$ cat src/rtl/instr_fetch_stage.sv
// -----------------------------------------------------------------------------
// instr_fetch_stage
//
// Instruction fetch stage of the Mini-MIPS core. Holds the word-addressed
// instruction memory and the program counter. While idle, an external loader
// writes the program. Once running, the stage presents one registered
// instruction per cycle, together with its PC, to the decode stage. It honours
// a downstream stall and a branch/jump redirect, and traps any fetch from an
// index outside the memory.
//
// Parameters
//   IMEM_DEPTH  number of 32-bit instruction words
//   ADDR_W      loader address width (2**ADDR_W >= IMEM_DEPTH)
//   RESET_PC    word index where fetch starts after reset
//
// Ports
//   clk             clock, rising edge
//   reset           asynchronous active-low reset
//   load_en         loader write strobe (honoured only in IDLE)
//   load_addr       loader word index
//   load_data       loader instruction word
//   run             start / continue fetching
//   stall           decode not ready: hold all fetch outputs
//   redirect_valid  branch/jump taken
//   redirect_pc     redirect target word index
//   instr_valid     instr / instr_pc hold a live instruction
//   instr           fetched instruction word
//   instr_pc        word index of instr
//   pc              next word index to fetch
//   fault           sticky out-of-range fetch flag
// -----------------------------------------------------------------------------
module instr_fetch_stage #(
  parameter int          IMEM_DEPTH = 64,
  parameter int          ADDR_W     = 6,
  parameter logic [31:0] RESET_PC   = 32'd0
) (
  input  logic              clk,
  input  logic              reset,
  input  logic              load_en,
  input  logic [ADDR_W-1:0] load_addr,
  input  logic [31:0]       load_data,
  input  logic              run,
  input  logic              stall,
  input  logic              redirect_valid,
  input  logic [31:0]       redirect_pc,
  output logic              instr_valid,
  output logic [31:0]       instr,
  output logic [31:0]       instr_pc,
  output logic [31:0]       pc,
  output logic              fault
);

  localparam int          IDX_W = (IMEM_DEPTH > 1) ? $clog2(IMEM_DEPTH) : 1;
  localparam logic [31:0] DEPTH = 32'(IMEM_DEPTH);

  typedef enum logic [1:0] {
    S_IDLE  = 2'd0,
    S_FETCH = 2'd1,
    S_FAULT = 2'd2
  } state_t;

  state_t      state_q;
  logic [31:0] pc_q;
  logic [31:0] instr_q;
  logic [31:0] instr_pc_q;
  logic        instr_valid_q;
  logic        fault_q;

  logic [31:0] imem [IMEM_DEPTH];

  // Range checks are done at full width so that out-of-range loader addresses
  // and wrapped/redirected PCs never alias onto a valid word.
  logic             load_in_range;
  logic             pc_in_range;
  logic [IDX_W-1:0] load_idx;
  logic [IDX_W-1:0] fetch_idx;

  assign load_in_range = 32'(load_addr) < DEPTH;
  assign pc_in_range   = pc_q < DEPTH;
  assign load_idx      = load_addr[IDX_W-1:0];
  assign fetch_idx     = pc_q[IDX_W-1:0];

  // ---------------------------------------------------------------------------
  // Instruction memory write port (loader, IDLE only).
  // NOTE: the memory array has no reset so it maps onto RAM; the program image
  // survives reset and only the loader changes it.
  // ---------------------------------------------------------------------------
  always_ff @(posedge clk) begin
    if (load_en && (state_q == S_IDLE) && load_in_range) begin
      imem[load_idx] <= load_data;
    end
  end

  // ---------------------------------------------------------------------------
  // Control FSM with registered outputs. The memory read is the synchronous
  // read into instr_q, so fetch latency from pc to instr is one edge.
  // NOTE: every register here uses non-blocking assignment so all state updates
  // see the pre-edge values of pc_q/state_q, exactly like the flops they model.
  // ---------------------------------------------------------------------------
  always_ff @(posedge clk or negedge reset) begin
    if (!reset) begin
      state_q       <= S_IDLE;
      pc_q          <= RESET_PC;
      instr_q       <= 32'd0;
      instr_pc_q    <= 32'd0;
      instr_valid_q <= 1'b0;
      fault_q       <= 1'b0;
    end else begin
      case (state_q)
        S_IDLE: begin
          instr_valid_q <= 1'b0;
          if (run) begin
            state_q <= S_FETCH;
          end
        end

        S_FETCH: begin
          if (redirect_valid) begin
            // One-bubble flush; takes priority over stall.
            pc_q          <= redirect_pc;
            instr_valid_q <= 1'b0;
          end else if (stall) begin
            // Hold everything so the presented instruction is neither lost
            // nor duplicated.
          end else if (!run) begin
            state_q       <= S_IDLE;
            instr_valid_q <= 1'b0;
          end else if (!pc_in_range) begin
            state_q       <= S_FAULT;
            fault_q       <= 1'b1;
            instr_valid_q <= 1'b0;
          end else begin
            instr_q       <= imem[fetch_idx];
            instr_pc_q    <= pc_q;
            instr_valid_q <= 1'b1;
            pc_q          <= pc_q + 32'd1;
          end
        end

        S_FAULT: begin
          // Terminal until reset; pc keeps the faulting index.
          instr_valid_q <= 1'b0;
          fault_q       <= 1'b1;
        end

        default: begin
          state_q       <= S_IDLE;
          instr_valid_q <= 1'b0;
        end
      endcase
    end
  end

  assign instr_valid = instr_valid_q;
  assign instr       = instr_q;
  assign instr_pc    = instr_pc_q;
  assign pc          = pc_q;
  assign fault       = fault_q;

endmodule

$ cat config.mk
export PLATFORM = sky130hd
export DESIGN_NAME = instr_fetch_stage
export DESIGN_NICKNAME = d
export VERILOG_FILES = /design/src/rtl/instr_fetch_stage.sv
export SDC_FILE = /design/constraint.sdc
export NUM_CORES = 2
export LEC_CHECK = 0
export CAP_MARGIN = 30
export CORE_MARGIN = 10
export CORE_UTILIZATION = 50
export CTS_CLUSTER_SIZE = 25
export DETAILED_ROUTE_END_ITERATION = 12
export PLACE_DENSITY = 0.72
export SLEW_MARGIN = 20
export SYNTH_ARGS = -nofsm -noshare
export SYNTH_HDL_FRONTEND = slang
export SYNTH_SLANG_ARGS = --single-unit
$ cat constraint.sdc
create_clock -name clk -period 3.7 [get_ports clk]
set_clock_uncertainty 0.05 [all_clocks]
set_input_delay 1.11 -clock clk [delete_from_list [all_inputs] [get_ports clk]]
set_output_delay 1.11 -clock clk [all_outputs]
set_load 0.03 [all_outputs]
# Yosys cells after proc, flatten, opt, wreduce, memory -nomap -nowiden
# Memory sizes are Yosys's and may differ from the RTL's. A register that Yosys moved wholly into a read port is not among the register bits.
# Index checks and enable logic that the tools add are counted.
word_totals:
  n_memories: 1
  inputBits: 76
  regBits: 68
  wordCells: 53
  mem_bits_rw: 2048
classes:
  muxes: 22
  add_sub_neg: 1
  magnitude_cmp: 1
  n_reduce_logical: 10
  n_bitwise: 3
  n_eq_ne: 10
mem_list:
  columns: ["memory", "depth", "word_bits", "rd", "rd_clocked_by_memory_dff", "wr", "line", "text"]
  rows:
  - ["imem", 64, 32, 1, 1, 1, "69", "logic [31:0] imem [IMEM_DEPTH];"]
op_table:
  columns: ["cell", "count"]
  rows:
  - ["two-way mux 32 bit", 4]
  - ["adder 32 x 1 -> 32 bit (second input constant)", 1]
  - ["< comparator 32 x 7 -> 1 bit (second input constant)", 1]
  - ["AND reduction 5 bit", 3]
  - ["two-way mux 1 bit", 11]
  - ["two-way mux 2 bit", 5]
  - ["!= test 2 bit (second input constant)", 5]
  - ["!= test 3 bit (second input constant)", 2]
  - ["one-hot mux 2 bit (3 select lines)", 1]
  - ["nonzero test 2 bit", 3]
  - ["AND reduction 4 bit", 1]
  - ["NOT 1 bit", 3]
  - ["equality test 2 x 1 -> 1 bit (second input constant)", 1]
  - ["equality test 2 bit (second input constant)", 1]
  - ["logical NOT 2 bit", 1]
  - ["!= test 2 x 1 -> 1 bit (second input constant)", 1]
  - ["one-hot mux 1 bit (2 select lines)", 1]
  - ["logical AND 1 bit", 1]
  - ["logical NOT 1 bit", 1]

# Longest topological paths before layout
logic_depth:
  depth_word: 6
  ltp_mapped: 11
  ltp_nobuf: 6

# Worst setup path after synthesis
# OpenSTA, ideal clock, no wires.
synth_path:
  path_kind: "input to register"
  start: "in load_addr[5]"
  end: "mem imem[38][0] (enable)"
  setup_ns: 0.421
  arrival_ns: 3.310
  stages: 4
  required_time_ns: 3.229
  n_path_buf: 2
  slack_ns: -0.081
  cell_sequence: "clkbuf_1 -> or3b_2 -> clkbuf_1 -> nor2_1"
synth_rtl:
  columns: ["item", "line", "text"]
  rows:
  - ["start, declared", "40", "input logic [ADDR_W-1:0] load_addr,"]
  - ["end, declared", "69", null]
# No word-level cell before the write port.

# Final worst setup path
layout_path:
  start: "reg pc_q[5] (netlist: pc[5])"
  end: "out pc[5]"
layout_rtl:
  columns: ["item", "line", "text"]
  rows:
  - ["start, declared", "63", "logic [31:0] pc_q;"]
  - ["start signal, assigned", "120", "pc_q <= redirect_pc;"]
  - ["start signal, assigned", "136", "pc_q <= pc_q + 32'd1;"]
  - ["end, declared", "49", "output logic [31:0] pc,"]
# No word-level cell between the ends.

==> results.yml <==
synthesis:
  async_reset_ff_share_pct: 4.655
  synth_top_cell_area_share_pct: 74.71
  synth_seq_area_share_pct: 77.75
  synth_top_cell_by_area: "sky130_fd_sc_hd__edfxtp_1"
  yosys.area_share.adder_pct: 0.01520
  synth.avg_cell_area_um2: 21.00
  muxShareOfSynthArea_pct: 14.12
  number_of_library_cell_types_mapped_by_synthesis: 62
  synth_top_family_by_area: "multiplexers"
  ys_seq_elements: 2148
  synth_most_common_cell: "sky130_fd_sc_hd__edfxtp_1"
  synth_simple_gate_area_share_pct: 2.233
  ys_top_cells_by_count: "sky130_fd_sc_hd__edfxtp_1 (2,048), sky130_fd_sc_hd__mux4_2 (384), sky130_fd_sc_hd__mux2i_1 (266), sky130_fd_sc_hd__nand2_1 (121), sky130_fd_sc_hd__nor2_1 (111)"
  count_of_mapped_cells_out_of_synthesis: 3920
  synth_enable_flop_cells: 2048
  synth_compound_gate_area_share_pct: 4.087
  synthXorXnorAreaFrac_pct: 0
  synth_area_um2: 82310
  ys.flop_type: "sky130_fd_sc_hd__edfxtp_1"
  ys_warn_count: 0
  synthesis.nets: 3997
  synth_top_cells_by_area: "sky130_fd_sc_hd__edfxtp_1 (75%), sky130_fd_sc_hd__mux4_2 (11%), sky130_fd_sc_hd__mux2i_1 (3.2%), sky130_fd_sc_hd__dfrtp_1 (3.0%), sky130_fd_sc_hd__a22oi_1 (0.98%)"
grt:
  gr-total-overflow: 0
  grt_util_all_layers_pct: 23.99
  grt_pass1_vias: 42870
  grt_antenna_before_repair: 20
  grt_max_degree: 66
  grt_pass1_wl_mm: 315.3
setup_path:
  critical_path.max_stage_delay_ns: 0.80
  path_buf_inv: 1
  critical_path_class: "flip-flop to primary output"
  end_kind: "primary output"
  critical-path-slowest-cell: "sky130_fd_sc_hd__clkdlybuf4s50_1"
  timing.critical_path.cells: "clkdlybuf4s50_1"
  critical_path_arrival_ns: 2.42
  r2r_slack_ns: 0.20
  regToRegStartpoint: "pc[0]"
  critical_path.startpoint_type: "flip-flop"
  worst_path_dominant_cell_family: "buffers and inverters"
  reg2regPathDepth: 8
  worstPathMaxFanout: 9
  worst_ep_required_time_ns: 2.54
  timing.rr.end: "instr[7]"
floorplan:
  die_area_um2: 181300
  chip_height_um: 425.7
  io_pins: 174
  rows: 148
  design.core.area_um2: 163100
  start_util_pct: 50.46
  fp.dieW_um: 425.7
timing:
  worst-slew-pin-transition_ns: 1.108
  timing.fmax_mhz: 279.3
  final_max_slew_viol_count: 0
  hold_ws_ns: 0.2822
  post-route-min-period_ns: 3.580
  setup_viol_count_final: 0
  timing.max_slew.rel_slack_pct: 25.94
  finalHoldViolations: 0
  timing.final.crit_share_pct: 96.75
  fin_tns_setup_ns: 0
  rsz0062_at_grt: "false"
pwr:
  cell_internal_pwr_mw: 46.20
  seqPwrFrac_pct: 41.3
  netSwitchingPower_mw: 20.23
  ir_drop_mv: 0.5213
  switching_share_pct: 30.45
  power.clock.fraction_pct: 30.8
  leakagePower_nw: 31.21
  power.share.combinational_pct: 27.9
  total_power_mw: 66.43
  powerDensity_nw_per_um2: 687.0
layout:
  layout.nets: 4504
  final.fill_count: 11310
  layout-drive-gt1-share_pct: 25.67
  syn_to_final_growth_pct: 17.47
  finish.cell_count_without_fillers: 6774
  sequential_cell_area_um2: 64020
  multi_input_comb_area_um2: 17400
  final_cell_area_um2: 96700
placement:
  detailed_place.area_um2: 90080
  io_buffers: 173
  place.detailed.instances: 6396
  place_hpwl_mm: 141.6
  globalplace.congestion: 0.8711
drt:
  drc: 0
  detailroute.via_count: 42990
  wire_per_inst_um: 32.41
  detail_route.iter0.violations: 5955
  ant_nets: 0
  post_drt_via_cell_ratio: 6.346
  finalWirelength_mm: 219.5
  drt-pass1-iter-count: 6
clocking:
  clock_path_buffers: 3
  tritoncts.num_buffers: 199
  clk-insertion-delay-late_ns: 0.82
  tritoncts: "built"
  clk_transition_reported_paths_ns: 0.06
  htreeDepth: 4
  clockRootBuffer: "sky130_fd_sc_hd__clkbuf_16"
  cts.sinks: 2148
run_status:
  outcome: "complete, no violations"
min_path:
  worstHoldPathType: "primary input to async pin"
job:
  drv.max_cap_violation_count: 0
==> placed cells by master, fill, tap and decap left out, drive strengths merged, types with 8 or more instances in the layout <==
| cell | synthesis | layout |
|---|---|---|
| buf | 123 | 392 |
| nand3 | 60 | 60 |
| o221ai | 25 | 25 |
| nor2 | 112 | 112 |
| a211oi | 20 | 20 |
| and2 | 29 | 29 |
| and3 | 17 | 17 |
| o211ai | 17 | 17 |
| clkinv | 0 | 73 |
| nor2b | 8 | 8 |
| clkdlybuf4s50 | 0 | 139 |
| a22o | 48 | 48 |
| o22ai | 23 | 23 |
| nor4 | 8 | 8 |
| nand2 | 121 | 121 |
| mux2 | 23 | 23 |
| mux4 | 386 | 386 |
| o21ai | 52 | 52 |
| a31oi | 21 | 21 |
| o2111ai | 8 | 8 |
| a21oi | 63 | 63 |
| clkbuf | 103 | 266 |
| inv | 8 | 13 |
| bufinv | 0 | 16 |
| nand4 | 11 | 11 |
| nor3 | 12 | 12 |
| edfxtp | 2048 | 2048 |
| mux2i | 266 | 266 |
| dfrtp | 100 | 100 |
| a22oi | 108 | 108 |
| a221oi | 39 | 39 |
==> how the worst max path moves through the flow <==
stage	from	to	cells after the start	slack, ns
final	pc[5]	pc[5]	1	0.12
after global routing	pc[5]	pc[5]	1	0.07
after CTS	pc[5]	pc[5]	1	0.06
after detailed placement	pc[1]	instr[7]	7	0.27
after global placement	pc[1]	instr[7]	7	0.0003
after floorplan	load_addr[5]	imem[38][0]	4	-0.08
==> metrics by stage <==
| step | setup WS [ns] | util, % |
|---|---|---|
| CTS | 0.06298 | 59.26 |
| floorplan | -0.08090 | - |
| detailed placement | 0.2719 | 55.22 |
| global placement | 0.0003133 | 55.22 |
| global route | 0.06838 | 59.27 |
| finish | 0.1201 | 59.27 |
==> worst reg2reg max path, delay by kind of cell (launching register included) <==
kind            cells  cell delay, ns
compound gates      3            1.28
buf+inv             4            1.10
flops               1            0.44
mux                 1            0.52
==> layout make-up <==
cell class              count  area share (%)
diodes                      6         0.01553
inverters                   8         0.03106
well taps                2175           2.814
flip-flops and latches   2148           66.21
repair buffers            532           6.180
clock inverters           101          0.9769
clock buffers             266           5.781
multi-input cells        1538           18.00
==> layer usage <==
layer / global-route usage (%) / vias up / routed length [um]
met5: 0 / - / 98
met3: 5.734 / 417 / 24420
met1: 32.80 / 22560 / 81250
li1: - / 17410 / -
met2: 38.32 / 2590 / 106400
met4: 7.630 / 14 / 7388
==> what timing repair did <==
item | in CTS | in global routing
hold buffers | 0 | 0
gates resized for setup | 1 | 1
endpoints found under the setup margin | 3 | 1
setup buffers | 5 | 0
pin swaps | 0 | 0
==> registers in the layout (all words and copies together) (netlist names) <==
signal,cells
fault,1
instr_pc,32
instr_valid,1
pc,32
state_q,2
instr,32
imem,2048
==> logic make-up (layout without fill, tap and decap cells) <==
family	count (synthesis)	in the layout
flops	2148	2148
mux	675	675
compound gates	466	466
simple gates	396	396
buf+inv	234	907
fa+ha+maj	1	1
other cells	0	6
==> power by group through the flow <==
stage          Combinational [mW]  Sequential, mW  Clock [mW]
2_1_floorplan                11.1            28.0           0
3_3_place_gp                 17.9            28.1           0
3_5_place_dp                 18.0            28.1           0
4_1_cts                      18.4            27.4        20.7
5_1_grt                      19.3            27.5        21.7
6_report                     18.5            27.4        20.5
Power figures use the tool's default switching activity.
